**src/rtl/shared_pkg.sv**
```systemverilog
`default_nettype none
// ============================================================================
// Module : shared_pkg
// Brief  : Shared types and constants for the FIFO write-port arbiter.
// Rev    : 1.0
// ============================================================================
package shared_pkg;

   typedef enum logic [1:0] {
      IDLE  = 2'd0,
      WRITE = 2'd1,
      BLOCK = 2'd2
   } arb_state_e;

   localparam int DROP_CNT_MAX   = 255;
   localparam int DEF_FIFO_WIDTH = 16;

endpackage
`default_nettype wire

```
**src/rtl/fifo_wr_arbiter_rr_pick.sv**
```systemverilog
`default_nettype none
// ============================================================================
// Module : rr_pick
// Brief  : Combinational rotate-priority encoder; search starts after `last`.
// Rev    : 1.0
// ============================================================================
module rr_pick
   import shared_pkg::*;
#(
   parameter  int NUM_REQ = 4,
   localparam int ID_W    = $clog2(NUM_REQ)
) (
   input  logic [NUM_REQ-1:0] req,
   input  logic [ID_W-1:0]    last,
   output logic [NUM_REQ-1:0] gnt_onehot,
   output logic [ID_W-1:0]    gnt_id
);

   always_comb begin
      logic            found;
      logic [ID_W-1:0] idx;
      found      = 1'b0;
      idx        = '0;
      gnt_onehot = '0;
      gnt_id     = '0;
      for (int k = 1; k <= NUM_REQ; k++) begin
         idx = ID_W'((int'(last) + k) % NUM_REQ);
         if (!found && req[idx]) begin
            found           = 1'b1;
            gnt_onehot[idx] = 1'b1;
            gnt_id          = idx;
         end
      end
   end

endmodule
`default_nettype wire

```
**src/rtl/fifo_wr_arbiter.sv**
```systemverilog
`default_nettype none
// ============================================================================
// Module : fifo_wr_arbiter
// Brief  : Round-robin arbiter sharing one FIFO write port, with ack checking.
// Rev    : 1.0
// ============================================================================
module fifo_wr_arbiter
   import shared_pkg::*;
#(
   parameter  int NUM_REQ    = 4,
   parameter  int FIFO_WIDTH = DEF_FIFO_WIDTH,
   localparam int ID_W       = $clog2(NUM_REQ)
) (
   input  logic                          clk,
   input  logic                          rst,
   input  logic [NUM_REQ-1:0]            req_valid,
   input  logic [NUM_REQ*FIFO_WIDTH-1:0] req_data,
   output logic [NUM_REQ-1:0]            req_ready,
   input  logic                          fifo_full,
   input  logic                          fifo_almostfull,
   input  logic                          fifo_wr_ack,
   input  logic                          fifo_overflow,
   output logic                          wr_en,
   output logic [FIFO_WIDTH-1:0]         data_in,
   output logic [ID_W-1:0]               grant_id,
   output logic                          stall,
   output logic                          ack_err,
   output logic [7:0]                    drop_cnt
);

   arb_state_e              r_state;
   arb_state_e              w_state_nxt;
   logic [ID_W-1:0]         r_last;
   logic [FIFO_WIDTH-1:0]   r_data;
   logic [ID_W-1:0]         r_gid;
   logic                    r_ack_pend;
   logic                    r_ack_err;
   logic [7:0]              r_drop;

   logic                    w_wr_en;
   logic                    w_can_accept;
   logic                    w_any;
   logic                    w_xfer;
   logic [NUM_REQ-1:0]      w_gnt_onehot;
   logic [ID_W-1:0]         w_gnt_id;
   logic [FIFO_WIDTH-1:0]   w_word;

   rr_pick #(.NUM_REQ(NUM_REQ)) u_rr_pick (
      .req        (req_valid),
      .last       (r_last),
      .gnt_onehot (w_gnt_onehot),
      .gnt_id     (w_gnt_id)
   );

   assign w_wr_en      = (r_state == WRITE);
   // A write already in flight consumes the last free slot at almostfull.
   assign w_can_accept = !fifo_full && !(fifo_almostfull && w_wr_en);
   assign w_any        = |req_valid;
   assign w_xfer       = w_any && w_can_accept;
   assign req_ready    = w_gnt_onehot & {NUM_REQ{w_can_accept}};
   assign w_word       = req_data[w_gnt_id*FIFO_WIDTH +: FIFO_WIDTH];

   always_comb begin
      w_state_nxt = r_state;
      case (r_state)
         IDLE, WRITE: begin
            if (w_xfer)      w_state_nxt = WRITE;
            else if (w_any)  w_state_nxt = BLOCK;
            else             w_state_nxt = IDLE;
         end
         BLOCK: begin
            if (w_xfer)      w_state_nxt = WRITE;
            else if (!w_any) w_state_nxt = IDLE;
            else             w_state_nxt = BLOCK;
         end
         default:            w_state_nxt = IDLE;
      endcase
   end

   always_ff @(posedge clk) begin
      if (rst) begin
         r_state    <= IDLE;
         r_last     <= ID_W'(NUM_REQ - 1);
         r_data     <= '0;
         r_gid      <= '0;
         r_ack_pend <= 1'b0;
         r_ack_err  <= 1'b0;
         r_drop     <= '0;
      end else begin
         r_state    <= w_state_nxt;
         r_ack_pend <= w_wr_en;
         if (w_xfer) begin
            r_last <= w_gnt_id;
            r_data <= w_word;
            r_gid  <= w_gnt_id;
         end
         if (r_ack_pend && (fifo_overflow || !fifo_wr_ack)) begin
            r_ack_err <= 1'b1;
            if (r_drop != 8'(DROP_CNT_MAX)) r_drop <= r_drop + 8'd1;
         end
      end
   end

   assign wr_en    = w_wr_en;
   assign data_in  = r_data;
   assign grant_id = r_gid;
   assign stall    = (r_state == BLOCK);
   assign ack_err  = r_ack_err;
   assign drop_cnt = r_drop;

endmodule
`default_nettype wire
```
**config.mk**
```make
export PLATFORM = sky130hd
export DESIGN_NAME = fifo_wr_arbiter
export DESIGN_NICKNAME = d
export VERILOG_FILES = /design/src/rtl/shared_pkg.sv /design/src/rtl/fifo_wr_arbiter_rr_pick.sv /design/src/rtl/fifo_wr_arbiter.sv
export SDC_FILE = /design/constraint.sdc
export NUM_CORES = 1
export LEC_CHECK = 0
export ABC_CLOCK_PERIOD_IN_PS = 3550
export CAP_MARGIN = 15
export CORE_MARGIN = 2
export CORE_UTILIZATION = 45
export DETAILED_ROUTE_END_ITERATION = 8
export PLACE_DENSITY = 0.79
export SETUP_SLACK_MARGIN = 0.2
export SYNTH_ARGS = -nofsm -noshare
export SYNTH_HDL_FRONTEND = slang
export SYNTH_SLANG_ARGS = --single-unit
```
**constraint.sdc**
```tcl
create_clock -name clk -period 3.55 [get_ports clk]
set_clock_uncertainty 0.05 [all_clocks]
set_input_delay 0.355 -clock clk [delete_from_list [all_inputs] [get_ports clk]]
set_output_delay 0.355 -clock clk [all_outputs]
set_load 0.005 [all_outputs]
```
==> Flow_metrics.wiki <==
{| class="wikitable"
! Metric !! Value
|-
| Maximum clock frequency || between 300 and 400 MHz
|-
| Fin. max-slew vios || 0
|-
| WP data required || 3.14 ns
|-
| Top cells by area, synth || sky130_fd_sc_hd__dfxtp_1, sky130_fd_sc_hd__or3_1, sky130_fd_sc_hd__nand3b_1, sky130_fd_sc_hd__o21a_1, sky130_fd_sc_hd__ha_1
|-
| Vias in the first global route || roughly 2,600
|-
| Die boundary height || 83.0 um
|-
| R2r endpoint || data_in[3]
|-
| Clock latency on the worst-skew pair || 0.28 ns
|-
| Netlist cell types || 54
|-
| Delay of the slowest cell on the worst path || 0.55 ns
|-
| Net total in the final layout || 495
|-
| Global placer's final weighted congestion || a little over 0.9
|-
| Count of input and output buffers || 106
|-
| Wire length of the first global-routing pass || 13,000 um
|-
| Overflow left after global routing || 0
|-
| Highest-delay cell along the critical path || sky130_fd_sc_hd__mux4_2
|-
| Drt total wl || 8180 um
|-
| Die area || 6890 um2
|-
| Count of endpoints failing setup in the final report || 0
|-
| Portion of synthesized cell area occupied by the leading cell type || 22.8%
|-
| Type of element capturing the critical path || primary output
|-
| Total of fill cells in the finished design || 539
|-
| CTS buffer count || 5
|-
| Worst slew margin relative to its limit || 43.9%
|-
| Detailed-route wire length per cell || 16.8 um
|-
| Outcome || complete, no violations
|-
| Maximum number of buffers from clock root to sink || 2
|-
| First element of the critical path || r_last[1]
|-
| Mean instance size in the synthesized netlist || 8.67 um2
|-
| Unrepaired setup endpoints after global routing || no
|-
| CTS sink count || 32
|-
| Path category of the worst min-delay check || reg2reg
|-
| Initial standard-cell utilization of the core || between 40% and 50%
|-
| TritonCTS clock tree || done
|-
| Count of inserted antenna diode cells || 0
|-
| Global-route usage over all layers || 22.7%
|-
| H-Tree Level Count || 2
|-
| Core area || 5990 um2
|-
| Number of nets in the synthesized netlist || slightly above 400
|-
| Largest fanout on the critical path || 7
|-
| Antenna Violating Nets Remaining || 0
|-
| Synthesized-area fraction occupied by xor and xnor cells || 1.87%
|-
| Combinational family with the most area after synthesis || compound AO/OA/AOI/OAI gates
|-
| Number of antenna violations at the first check in global routing || 0
|-
| Power density over the cells || 407 nW/um2
|-
| Final setup TNS || 0 ns
|-
| Residual DRC || 0
|-
| Synth-to-layout area growth || 37.4%
|-
| Final HPWL DP || 5860 um
|-
| Final Hold Viols || 0
|-
| Clk Tree Root Cell || sky130_fd_sc_hd__clkbuf_8
|-
| Worst reg-to-reg setup slack || 0.43 ns
|-
| Largest area contributor in the netlist || sky130_fd_sc_hd__dfxtp_1
|-
| Share of synthesized area occupied by flip-flops and latches || 22.8%
|-
| Number of synthesis warnings || 0
|-
| Async set-reset flop share out of synthesis || 0%
|-
| Post-synthesis adder-cell area fraction || 4.01%
|-
| Data arrival time of the critical path || 2.85 ns
|-
| Max VDD drop || between 0.2 and 0.25 mV
|-
| Crit path to || req_ready[3]
|-
| Startpoint types || register
|-
| Compound-gate portion of the synthesized area || a little under a third
|-
| Transition time at the pin with the least slew margin || 0.839 ns
|-
| Routed via count || 2,918
|-
| Number of buffer and inverter stages on the critical path || 2
|-
| Fraction of the mapped netlist area in simple logic gates || 26.4%
|-
| Placed cell count || ~480
|-
| Crit-path leading delay family || buffers and inverters
|-
| Count of pins on the block boundary || 107
|-
| Summed area of non-filler cells in the final layout || 3860 um2
|-
| Netlist Area Pre-Place || 2810 um2
|-
| Post-Synthesis Cells || 324
|-
| Number of maximum-capacitance constraint violations || 0
|-
| Count of flip-flops with a built-in enable after synthesis || 0
|-
| Hold_buf cts || 0
|-
| Number of DRC markers in iteration 0 || 213
|-
| Proportion of layout cells with a drive suffix above 1 || 14.6%
|-
| Standard-cell rows || 28
|-
| Placed standard-cell area || between 3000 and 4000 um2
|-
| Maximum number of pins on one net before global-route repair || 49
|-
| Worst-case reg-to-reg path depth || 9
|-
| Final worst path period share || 91.6%
|-
| Post-Layout Cell Count || 487
|-
| Horizontal extent of the die || 83.0 um
|-
| Static leakage || 1.33 nW
|-
| Most instantiated flip-flop cell in the synthesis netlist || sky130_fd_sc_hd__dfxtp_1
|-
| Startpoint-to-endpoint class of the critical path || reg2out
|-
| Number of vias per cell after detailed routing || 5.99
|-
| Worst r2r src || r_last[1]
|-
| Tmin final || ~3.3 ns
|-
| Clock-pin slew on the worst setup and hold paths || 0.06 ns
|-
| Mux cell area share after synthesis || 3.92%
|-
| CP cell instances || inv_1, ha_4, mux4_2, nor4b_4, a221oi_1, nor2_1, clkdlybuf4s50_1
|-
| Length of the first detailed-routing pass in iterations || 5
|-
| Synth Register Bits || 32
|-
| Number of cells on the critical path || 7
|}
-- cells by family after synthesis --
logic type	after synthesis
multiplexers	6
AO/OA/AOI/OAI	110
adder cells (fa/ha/maj)	9
flip-flops	32
AND/OR/NAND/NOR	122
buffers and inverters	39
XOR/XNOR	6
-- worst min-delay path by stage --
stage / to / cells after the start / startpoint / slack, ns
after floorplan: grant_id[0] / 2 / grant_id[0] / 0.40
after global routing: ack_err / 2 / ack_err / 0.46
final: grant_id[1] / 2 / grant_id[1] / 0.42
after detailed placement: grant_id[1] / 2 / grant_id[1] / 0.41
after global placement: grant_id[1] / 2 / grant_id[1] / 0.39
after CTS: grant_id[1] / 2 / grant_id[1] / 0.42
-- metrics by stage --
step	power, mW	util, %	hold WS [ns]	worst slack (ns)
floorplan	1.03	-	0.398	0.469
CTS	1.56	63.9	0.417	0.254
detailed placement	1.25	62.0	0.408	0.266
global placement	1.23	62.0	0.395	0.349
global route	1.66	64.4	0.463	0.193
finish	1.57	64.4	0.417	0.300
-- placed cells by master, fill, tap and decap left out, types with 12 or more instances in the layout --
master	instances
sky130_fd_sc_hd__o22a_1	12
sky130_fd_sc_hd__nor3_1	18
sky130_fd_sc_hd__a31oi_1	16
sky130_fd_sc_hd__or3_1	23
sky130_fd_sc_hd__a21oi_1	22
sky130_fd_sc_hd__nor2_1	27
sky130_fd_sc_hd__or3_2	13
sky130_fd_sc_hd__clkdlybuf4s50_1	106
sky130_fd_sc_hd__o21a_1	16
sky130_fd_sc_hd__dfxtp_1	32
sky130_fd_sc_hd__nand3b_1	16
-- per-layer routing --
layer	part of all wire [%]	vias to the layer above	GRT usage, %
li1	-	1405	-
met1	45	1387	30.8
met2	47	112	36.2
met3	5.8	14	3.28
met4	2.7	0	9.24
met5	0	-	0
-- cell type report --
type	count	area (um2)	share of cell area (%)
Sequential cell	32	641	16.6
Multi-Input combinational cell	253	1870	48.5
Tap cell	75	93.8	2.43
Inverter	4	15.0	0.389
Clock buffer	7	96.3	2.50
Timing Repair Buffer	116	1140	29.5
-- what timing repair did --
| action | CTS | global route |
|---|---|---|
| endpoints found under the setup margin | 4 | 4 |
| gates resized for setup | 2 | 2 |
| setup buffers | 1 | 3 |
| pin swaps | 1 | 2 |
-- registers in the layout, summed over array words and instances (netlist names) --
register	cells
r_last	2
ack_err	1
r_ack_pend	1
grant_id	2
data_in	16
drop_cnt	8
r_state	2
-- Yosys cell counts (all sizes together) (3+ instances only) --
cell / number
o21a: 16
inv: 4
mux4: 4
nor3: 19
a221oi: 5
clkbuf: 17
o31ai: 17
nor2: 27
a22oi: 5
nand3b: 16
o22a: 16
xor2: 4
nand2: 4
ha: 9
or3: 36
a21oi: 22
buf: 17
dfxtp: 32
nand3: 4
nor2b: 4
or2: 3
o21ai: 3
a31oi: 16
-- power breakdown --
group	switching [mW]	leakage [nW]	internal (mW)
clock	0.126	0.0503	0.172
sequential	0.0262	0.263	0.405
combinational	0.424	1.02	0.415
-- worst min-delay path, delay by kind of cell (launching register included) --
kind | cells | cell delay [ns]
AND/OR/NAND/NOR | 1 | 0.06
AO/OA/AOI/OAI | 1 | 0.06
flip-flops | 1 | 0.31
No activity file was read; power rests on OpenSTA's default activity.
